==> config.mk <==
export PLATFORM = sky130hd
export DESIGN_NAME = sign_extend
export DESIGN_NICKNAME = d
export VERILOG_FILES = /design/src/rtl/sign_extend_pkg.sv /design/src/rtl/sign_extend_ext_core.sv /design/src/rtl/sign_extend.sv
export SDC_FILE = /design/constraint.sdc
export NUM_CORES = 1
export LEC_CHECK = 0
export CAP_MARGIN = 15
export CORE_UTILIZATION = 39
export DETAILED_ROUTE_END_ITERATION = 8
export PLACE_DENSITY = 0.8
export SYNTH_ARGS = -nofsm -noshare
export SYNTH_HDL_FRONTEND = slang
export SYNTH_SLANG_ARGS = --single-unit
==> constraint.sdc <==
create_clock -name clk -period 1.05 [get_ports clk]
set_input_delay 0.105 -clock clk [delete_from_list [all_inputs] [get_ports clk]]
set_output_delay 0.105 -clock clk [all_outputs]
set_load 0.02 [all_outputs]
==> src/rtl/sign_extend_pkg.sv <==
// -----------------------------------------------------------------------------
// sign_extend_pkg
// Shared definitions for the immediate-extension unit and the decode stage.
//   IMM_W / WORD_W          : immediate field width and datapath word width
//   INSTR_IMM_HI / _LO      : instruction bit range holding the immediate (15:0)
//   EXT_SEXT/ZEXT/LUI/BOFF  : extension mode codes driven on the 2-bit mode bus
// -----------------------------------------------------------------------------
package sign_extend_pkg;

  localparam int IMM_W  = 16;
  localparam int WORD_W = 32;

  // Instruction immediate field, INSTR_IMM_RANGE = [INSTR_IMM_HI:INSTR_IMM_LO]
  localparam int INSTR_IMM_HI = 15;
  localparam int INSTR_IMM_LO = 0;

  localparam int EXT_MODE_W = 2;

  localparam logic [EXT_MODE_W-1:0] EXT_SEXT = 2'd0;  // sign extend
  localparam logic [EXT_MODE_W-1:0] EXT_ZEXT = 2'd1;  // zero extend
  localparam logic [EXT_MODE_W-1:0] EXT_LUI  = 2'd2;  // immediate into upper half
  localparam logic [EXT_MODE_W-1:0] EXT_BOFF = 2'd3;  // sign extend, word -> byte offset

endpackage

==> src/rtl/sign_extend_ext_core.sv <==
// -----------------------------------------------------------------------------
// ext_core
// Purely combinational extension mux. Also instantiated directly by decode.
// Ports:
//   in   [IN_W-1:0]  raw immediate field
//   mode [1:0]       extension mode (EXT_* codes)
//   out  [OUT_W-1:0] extended result, zero latency
// -----------------------------------------------------------------------------
module ext_core
  import sign_extend_pkg::*;
#(
  parameter int IN_W  = IMM_W,
  parameter int OUT_W = WORD_W
) (
  input  logic [IN_W-1:0]       in,
  input  logic [EXT_MODE_W-1:0] mode,
  output logic [OUT_W-1:0]      out
);

  logic [OUT_W-1:0] w_sext;
  logic [OUT_W-1:0] w_zext;
  logic [OUT_W-1:0] w_lui;
  logic [OUT_W-1:0] w_boff;

  assign w_sext = {{(OUT_W-IN_W){in[IN_W-1]}}, in};
  assign w_zext = {{(OUT_W-IN_W){1'b0}}, in};
  assign w_lui  = {in, {(OUT_W-IN_W){1'b0}}};
  // Branch offsets count words; shifting left by 2 gives bytes and drops
  // the two topmost (redundant) sign bits.
  assign w_boff = {w_sext[OUT_W-3:0], 2'b00};

  always_comb begin
    out = w_sext;
    case (mode)
      EXT_SEXT: out = w_sext;
      EXT_ZEXT: out = w_zext;
      EXT_LUI:  out = w_lui;
      EXT_BOFF: out = w_boff;
      default:  out = w_sext;
    endcase
  end

endmodule

==> src/rtl/sign_extend.sv <==
// -----------------------------------------------------------------------------
// sign_extend
// Immediate-extension unit: combinational result for decode/execute plus a
// registered copy with a valid flag for the ID/EX boundary.
// Ports:
//   clk     rising-edge clock
//   rst     asynchronous active-high reset (clears out_q and valid_q)
//   in      [IN_W-1:0]  raw immediate (instruction bits 15:0)
//   mode    [1:0]       EXT_SEXT / EXT_ZEXT / EXT_LUI / EXT_BOFF
//   en      capture enable for out_q / valid_q
//   out     [OUT_W-1:0] combinational extended result
//   out_q   [OUT_W-1:0] registered extended result
//   valid_q out_q holds a captured value since the last reset
// -----------------------------------------------------------------------------
module sign_extend
  import sign_extend_pkg::*;
#(
  parameter int IN_W  = IMM_W,
  parameter int OUT_W = WORD_W
) (
  input  logic                  clk,
  input  logic                  rst,
  input  logic [IN_W-1:0]       in,
  input  logic [EXT_MODE_W-1:0] mode,
  input  logic                  en,
  output logic [OUT_W-1:0]      out,
  output logic [OUT_W-1:0]      out_q,
  output logic                  valid_q
);

  // BOFF needs two bits of headroom above the immediate.
  if (OUT_W < IN_W + 2) begin : g_bad_width
    $error("sign_extend: OUT_W must be at least IN_W+2");
  end

  logic [OUT_W-1:0] w_ext;
  logic [OUT_W-1:0] r_out_q;
  logic             r_valid_q;

  ext_core #(
    .IN_W  (IN_W),
    .OUT_W (OUT_W)
  ) u_ext_core (
    .in   (in),
    .mode (mode),
    .out  (w_ext)
  );

  always_ff @(posedge clk or posedge rst) begin
    if (rst) begin
      r_out_q   <= '0;
      r_valid_q <= 1'b0;
    end else if (en) begin
      r_out_q   <= w_ext;
      r_valid_q <= 1'b1;
    end
  end

  assign out     = w_ext;
  assign out_q   = r_out_q;
  assign valid_q = r_valid_q;

endmodule

==> results of run 1 <==
final timing paths:
| check | from | cells after the start | endpoint |
|---|---|---|---|
| worst min register to register | valid_q | 1 | valid_q |
| worst max-delay path | mode[0] | 6 | out[30] |
| min in group asynchronous | rst | 3 | out_q[5] |
| worst min-delay path | mode[0] | 3 | out_q[16] |
| worst max register to register | valid_q | 1 | valid_q |
| max in group asynchronous | rst | 3 | out_q[17] |
final cells by class:
class                   count  area [um2]
clock inverters             2       10.01
inverters                   2       7.507
fillers                   266       945.9
well taps                  48       60.06
repair buffers            124        1067
flip-flops and latches     33       825.8
multi-input cells         143       782.0
clock buffers               6       72.57
per-stage QoR:
stage,cell area [um2],setup TNS (ps)
finish,2825,-392.4
global route,2825,-981.9
CTS,3020,-469.3
detailed placement,2738,-39770
global placement,2738,-37970
floorplan,1587,0
state kept, by name, summed over array words and instances (netlist names):
register,cells
valid_q,1
out_q,32
what timing repair did:
action                                  4_1_cts  5_1_grt
cloned                                        2        0
gates resized for setup                     306       42
endpoints found under the setup margin       94       58
pin swaps                                     2        1
setup buffers                                 5        0
Yosys cell counts, drive strengths merged:
cell type | count | area share [%]
nand2 | 72 | 17
dfrtp | 33 | 52
nor2 | 30 | 7.1
a31oi | 29 | 11
buf | 9 | 4.1
clkbuf | 4 | 0.95
mux2 | 3 | 2.1
inv | 2 | 0.47
nor2b | 2 | 0.79
or2 | 2 | 0.79
a21boi | 1 | 0.47
and2 | 1 | 0.55
and2b | 1 | 0.47
mux2i | 1 | 0.63
o21ai | 1 | 1.0
routing by layer:
layer	up-vias	routed length (um)
met5	-	0
met4	0	185
met3	18	429
met2	85	2579
met1	855	2293
li1	872	-
power by group:
group | switching, W | internal, W | leakage (nW) | total [W]
registers | 0.0000661 | 0.00140 | 0.386 | 0.00147
logic | 0.000726 | 0.000539 | 1.06 | 0.00126
clock network | 0.000452 | 0.000459 | 0.0450 | 0.000911
cells by family after synthesis:
family	after synthesis	synth area share (%)
muxes	4	2.760
DFF	33	52.05
buffers and inverters	15	5.520
and+or+nand+nor	108	26.74
AOI/OAI and AO/OA	31	12.93
critical path, cell delays in order:
cell and delay [ps]:
sky130_fd_sc_hd__buf_8 100, sky130_fd_sc_hd__and2_4 180, sky130_fd_sc_hd__o21ai_4 200, sky130_fd_sc_hd__buf_6 200, sky130_fd_sc_hd__nand2_4 70, sky130_fd_sc_hd__buf_6 130
==> reports/summary.txt, run 1 <==
mean instance size in the synthesized netlist = 8.306 um2
transition time at the pin with the least slew margin = 289.6 ps
syn_nets = 212
largest voltage drop on the vdd net = 1.007 mV
wire length reported by the detailed router = 5488 um
total setup violations reported at the end of the flow = 13
Layout Area Growth over Synthesis = 78.08%
CP endpoint kind = output port
number of cells produced by synthesis = 191
run status = finished, violations left
number of antenna repair diodes = 0
placed wire-length estimate = 3598 um
worst-case hold slack = 132.4 ps
warning count from the yosys run = 0
critical path launch point type = primary input
post-placement cell count = 346
total routing usage reported by global routing = 26.98%
highest clock frequency the design can meet = 0.9069 GHz
sequential element share of the synthesized area = 52.05%
global routing met1 resource utilization = 34.26%
worst clock skew = 0 ps
arrival time of the worst setup path = 1000 ps
critical path class = primary input to output port
Util after Layout = 74.92%
htree depth = 2
total core area = 0.003771 mm2
critical-path maximum fanout = 6
Power per Cell Area = 1289 mW/mm2
Total Die Area = 0.004327 mm2
failing checks = setup timing
average wire per standard cell = 15.33 um
routability congestion estimate from global placement = 0.8389
met2 global-route usage = 41.07%
cell at the root of the clock tree = sky130_fd_sc_hd__clkbuf_8
Distinct cells, synth = 18
setup slack of the critical path after layout = -52.67 ps
Design Power = 0.003643 W
filler-free cell count of the finished design = 358
Post-Syn Area = 0.001587 mm2
clock slew seen by the registers of the worst setup and hold paths = 70 ps
placement row count = 22
Worst Setup Slack post-DPL = -932.2 ps
Final Cycle Share = 105.0%
number of max-slew violations in the final report = 0
clock latency on the worst-skew pair = 280 ps
static leakage = 1.496 nW
vertical die dimension = 65.78 um
global-route wire length before repair = 8466 um
Die W = 65.78 um
via count = 1830
number of buffers inserted by port buffering = 85
max-cap viol count = 0
CTS tree = built
reg-to-reg setup timing slack = 290 ps
number of synthesized register bits = 33
total global routing overflow = 0
setup repair after global routing missed its margin = true
Min Clock Period, post-route = 1103 ps
layout cell share with drive strength beyond 1 = 44.19%
number of hold buffers added after CTS = 0
DRC violations left = 0
# clock sinks = 33
commonest cells after routing, fill and taps aside = sky130_fd_sc_hd__nand2_1 (57), sky130_fd_sc_hd__buf_4 (37), sky130_fd_sc_hd__buf_2 (33), sky130_fd_sc_hd__dfrtp_1 (33), sky130_fd_sc_hd__nor2_1 (30)
detailed router's first-iteration violation count = 140
via count of the first global-routing pass = 1732
Hold Fails Final Rpt = 0
CTS max path bufs = 2
met3 track utilization from global routing = 7.241%
length of the first detailed-routing pass in iterations = 5
count of antenna-violating nets left after detailed routing = 0
Top Usage Layer GRT = met2
largest net degree at the start of global routing = 45
worst max-slew margin expressed relative to the limit = 80.69%
class of the worst hold path = primary input to register
starting utilization of the core area = 42.07%
clock buffer count from CTS = 5
Data required, critical path = 940 ps
detail-routed via count per cell = 5.112
nets@finish = 330
antenna violations before repair = 0
commonest non-fill, non-tap cell in the layout = sky130_fd_sc_hd__nand2_1
I/O pin count = 86
Power figures use the tool's default switching activity.
==> run 2, diff against run 1 <==
Settings changed: CORE_ASPECT_RATIO set to 1.25, HOLD_SLACK_MARGIN set to 0.08.
==> run 2 against run 1 <==
  * Via count rose by 2.9%
  * The flow still finishes with violations (setup timing)
  * Global-route usage rose by 0.78 points
  * Sequential power barely moved
  * Largest power group unchanged
==> reports/summary.txt, run 2 (synthesis results as in run 1) <==
run status = finished, violations left (unchanged)
failing checks = setup timing (unchanged)
# clock sinks = 33 (unchanged)
number of cells on the worst hold path = 3 (unchanged)
worst r2r path cells = 1 (unchanged)
critical path launch point type = primary input (unchanged)
starting utilization of the core area = 41.24% (was 42.07%)
layout cell share with drive strength beyond 1 = 46.01% (was 44.19%)
clock slew seen by the registers of the worst setup and hold paths = 60 ps (was 70 ps)
routability congestion estimate from global placement = 0.7879 (was 0.8389)
global routing met1 resource utilization = 32.05% (was 34.26%)
critical-path maximum fanout = 6 (unchanged)
combined area of the multi-input logic cells = 797.0 um2 (was 782.0 um2)
Sequential cell area = 825.8 um2 (unchanged)
total setup violations reported at the end of the flow = 10 (was 13)
class of the worst hold path = primary input to register (unchanged)
I/O pin count = 86 (unchanged)
worst max-slew margin expressed relative to the limit = 77.80% (was 80.69%)
crit path buf inv count = 5 (was 3)
DRC violations left = 0 (unchanged)
met2 global-route usage = 48.74% (was 41.07%)
top cell family by delay on the critical path = buffers and inverters (unchanged)
Largest register FFs = 32 (unchanged)
CP max stage delay = 210 ps (was 200 ps)
CTS max path bufs = 2 (unchanged)
standard cell area after detailed placement = 0.002748 mm2 (was 0.002738 mm2)
via count of the first global-routing pass = 1842 (was 1732)
CP endpoint kind = output port (unchanged)
via count = 1883 (was 1830)
placement row count = 25 (was 22)
Die W = 59.05 um (was 65.78 um)
static leakage = 1.514 nW (was 1.496 nW)
antenna violations before repair = 0 (unchanged)
final standard cell area without fillers = 0.002898 mm2 (was 0.002825 mm2)
number of antenna repair diodes = 0 (unchanged)
commonest non-fill, non-tap cell in the layout = sky130_fd_sc_hd__nand2_1 (unchanged)
Min Clock Period, post-route = 1090 ps (was 1103 ps)
ordered list of cells on the worst path = clkdlybuf4s15_2, buf_4, o21ai_4, buf_12, buf_12, nand2_4, buf_6 (was buf_8, and2_4, o21ai_4, buf_6, nand2_4, buf_6)
detailed router's first-iteration violation count = 123 (was 140)
largest net degree at the start of global routing = 39 (was 45)
commonest cells after routing, fill and taps aside = sky130_fd_sc_hd__nand2_1 (56), sky130_fd_sc_hd__buf_4 (40), sky130_fd_sc_hd__buf_2 (35) (was sky130_fd_sc_hd__nand2_1 (57), sky130_fd_sc_hd__buf_4 (37), sky130_fd_sc_hd__buf_2 (33), sky130_fd_sc_hd__dfrtp_1 (33), sky130_fd_sc_hd__nor2_1 (30))
placed wire-length estimate = 3827 um (was 3598 um)
htree depth = 2 (unchanged)
worst clock skew = 0 ps (unchanged)
largest voltage drop on the vdd net = 0.7607 mV (was 1.007 mV)
detail-routed via count per cell = 5.131 (was 5.112)
setup slack of the critical path after layout = -39.97 ps (was -52.67 ps)
number of hold buffers added after CTS = 0 (unchanged)
global-route wire length before repair = 8749 um (was 8466 um)
clock buffer count from CTS = 5 (unchanged)
cell type with the highest occurrence count on the critical path = sky130_fd_sc_hd__buf_12 (was sky130_fd_sc_hd__buf_6)
CTS tree = built (unchanged)
Power per Cell Area = 1316 mW/mm2 (was 1289 mW/mm2)
total global routing overflow = 0 (unchanged)
Total Die Area = 0.004329 mm2 (was 0.004327 mm2)
average wire per standard cell = 15.28 um (was 15.33 um)
max-cap viol count = 0 (unchanged)
length of the first detailed-routing pass in iterations = 4 (was 5)
count of filler cells inserted in the layout = 308 (was 266)
arrival time of the worst setup path = 980 ps (was 1000 ps)
met3 track utilization from global routing = 5.106% (was 7.241%)
total routing usage reported by global routing = 27.76% (was 26.98%)
number of max-slew violations in the final report = 0 (unchanged)
count of cell instances traversed by the critical path = 7 (was 6)
nets@finish = 333 (was 330)
total core area = 0.003847 mm2 (was 0.003771 mm2)
cell at the root of the clock tree = sky130_fd_sc_hd__clkbuf_8 (unchanged)
clock latency on the worst-skew pair = 280 ps (about the same)
setup repair after global routing missed its margin = true (unchanged)
transition time at the pin with the least slew margin = 333.1 ps (was 289.6 ps)
highest clock frequency the design can meet = 0.9175 GHz (was 0.9069 GHz)
critical path class = primary input to output port (unchanged)
Data required, critical path = 940 ps (about the same)
wire length reported by the detailed router = 5607 um (was 5488 um)
Final Cycle Share = 103.8% (was 105.0%)
Hold Fails Final Rpt = 0 (unchanged)
Top Usage Layer GRT = met2 (unchanged)
number of buffers inserted by port buffering = 85 (unchanged)
Crit-path slowest cell = sky130_fd_sc_hd__clkdlybuf4s15_2 (was sky130_fd_sc_hd__o21ai_4)
Design Power = 0.003813 W (was 0.003643 W)
count of antenna-violating nets left after detailed routing = 0 (unchanged)
vertical die dimension = 73.31 um (was 65.78 um)
Layout Area Growth over Synthesis = 82.65% (was 78.08%)
## run 2: changes by cell type in the layout (fill, tap and decap cells not counted), sizes merged
| cell | before | now |
|---|---|---|
| clkinv | 2 | 1 |
| buf | 95 | 99 |
| dlymetal6s2s | 8 | 5 |
| dlygate4sd2 | 6 | 9 |
## run 2: per-stage QoR
stage	cells	setup TNS [ps]	setup WS (ps)	utilization, %	hold WS (ps)
after floorplan	191	0	34.28	-	233.9
after global placement	354	-36450	-833.2	71.41	451.7
after detailed placement	354	-39080	-869.0	71.41	464.7
after CTS	368	-676.2	-64.35	79.67	148.8
after global routing	367	-581.8	-64.08	75.32	151.2
final	367	-272.1	-39.97	75.32	146.4
## run 2: area by class of cell
class	count	share of cell area [%]
timing repair buffer	127	37.91
sequential	33	28.50
multi-input combinational	143	27.50
clock buffer	7	3.325
tap	54	2.332
inverter	2	0.2591
clock inverter	1	0.1727
## run 2: repair_timing
action	in CTS	in global routing
setup buffers	4	1
endpoints found under the hold margin	0	0
gates cloned	2	0
gates resized for setup	315	35
setup endpoints to repair	95	57
pin swaps	2	0
## run 2: layer usage
layer,wire length [um],vias to the layer above
met1,2178,917
met5,0,-
met2,3000,79
met3,277,13
li1,-,874
met4,150,0
## run 2: where the power goes
| group | internal [W] | switching, W | leakage (nW) | total (W) |
|---|---|---|---|---|
| clock network | 0.000592 | 0.000456 | 0.0542 | 0.00105 |
| logic | 0.000560 | 0.000735 | 1.07 | 0.00129 |
| registers | 0.00140 | 0.0000695 | 0.386 | 0.00147 |
| total | 0.00255 | 0.00126 | 1.51 | 0.00381 |
## run 2: worst paths after layout
path                            from         to  slack (ps)
max in group asynchronous        rst   out_q[7]         700
min reg2reg                  valid_q    valid_q         470
max                           in[15]    out[18]         -40
min in group asynchronous        rst  out_q[23]         170
min                          mode[0]  out_q[16]         150
max reg2reg                out_q[31]  out_q[31]         290
## run 2: worst min-delay path: stages
cell	delay [ps]
sky130_fd_sc_hd__buf_8	80
sky130_fd_sc_hd__or2_2	120
sky130_fd_sc_hd__a31oi_1	90
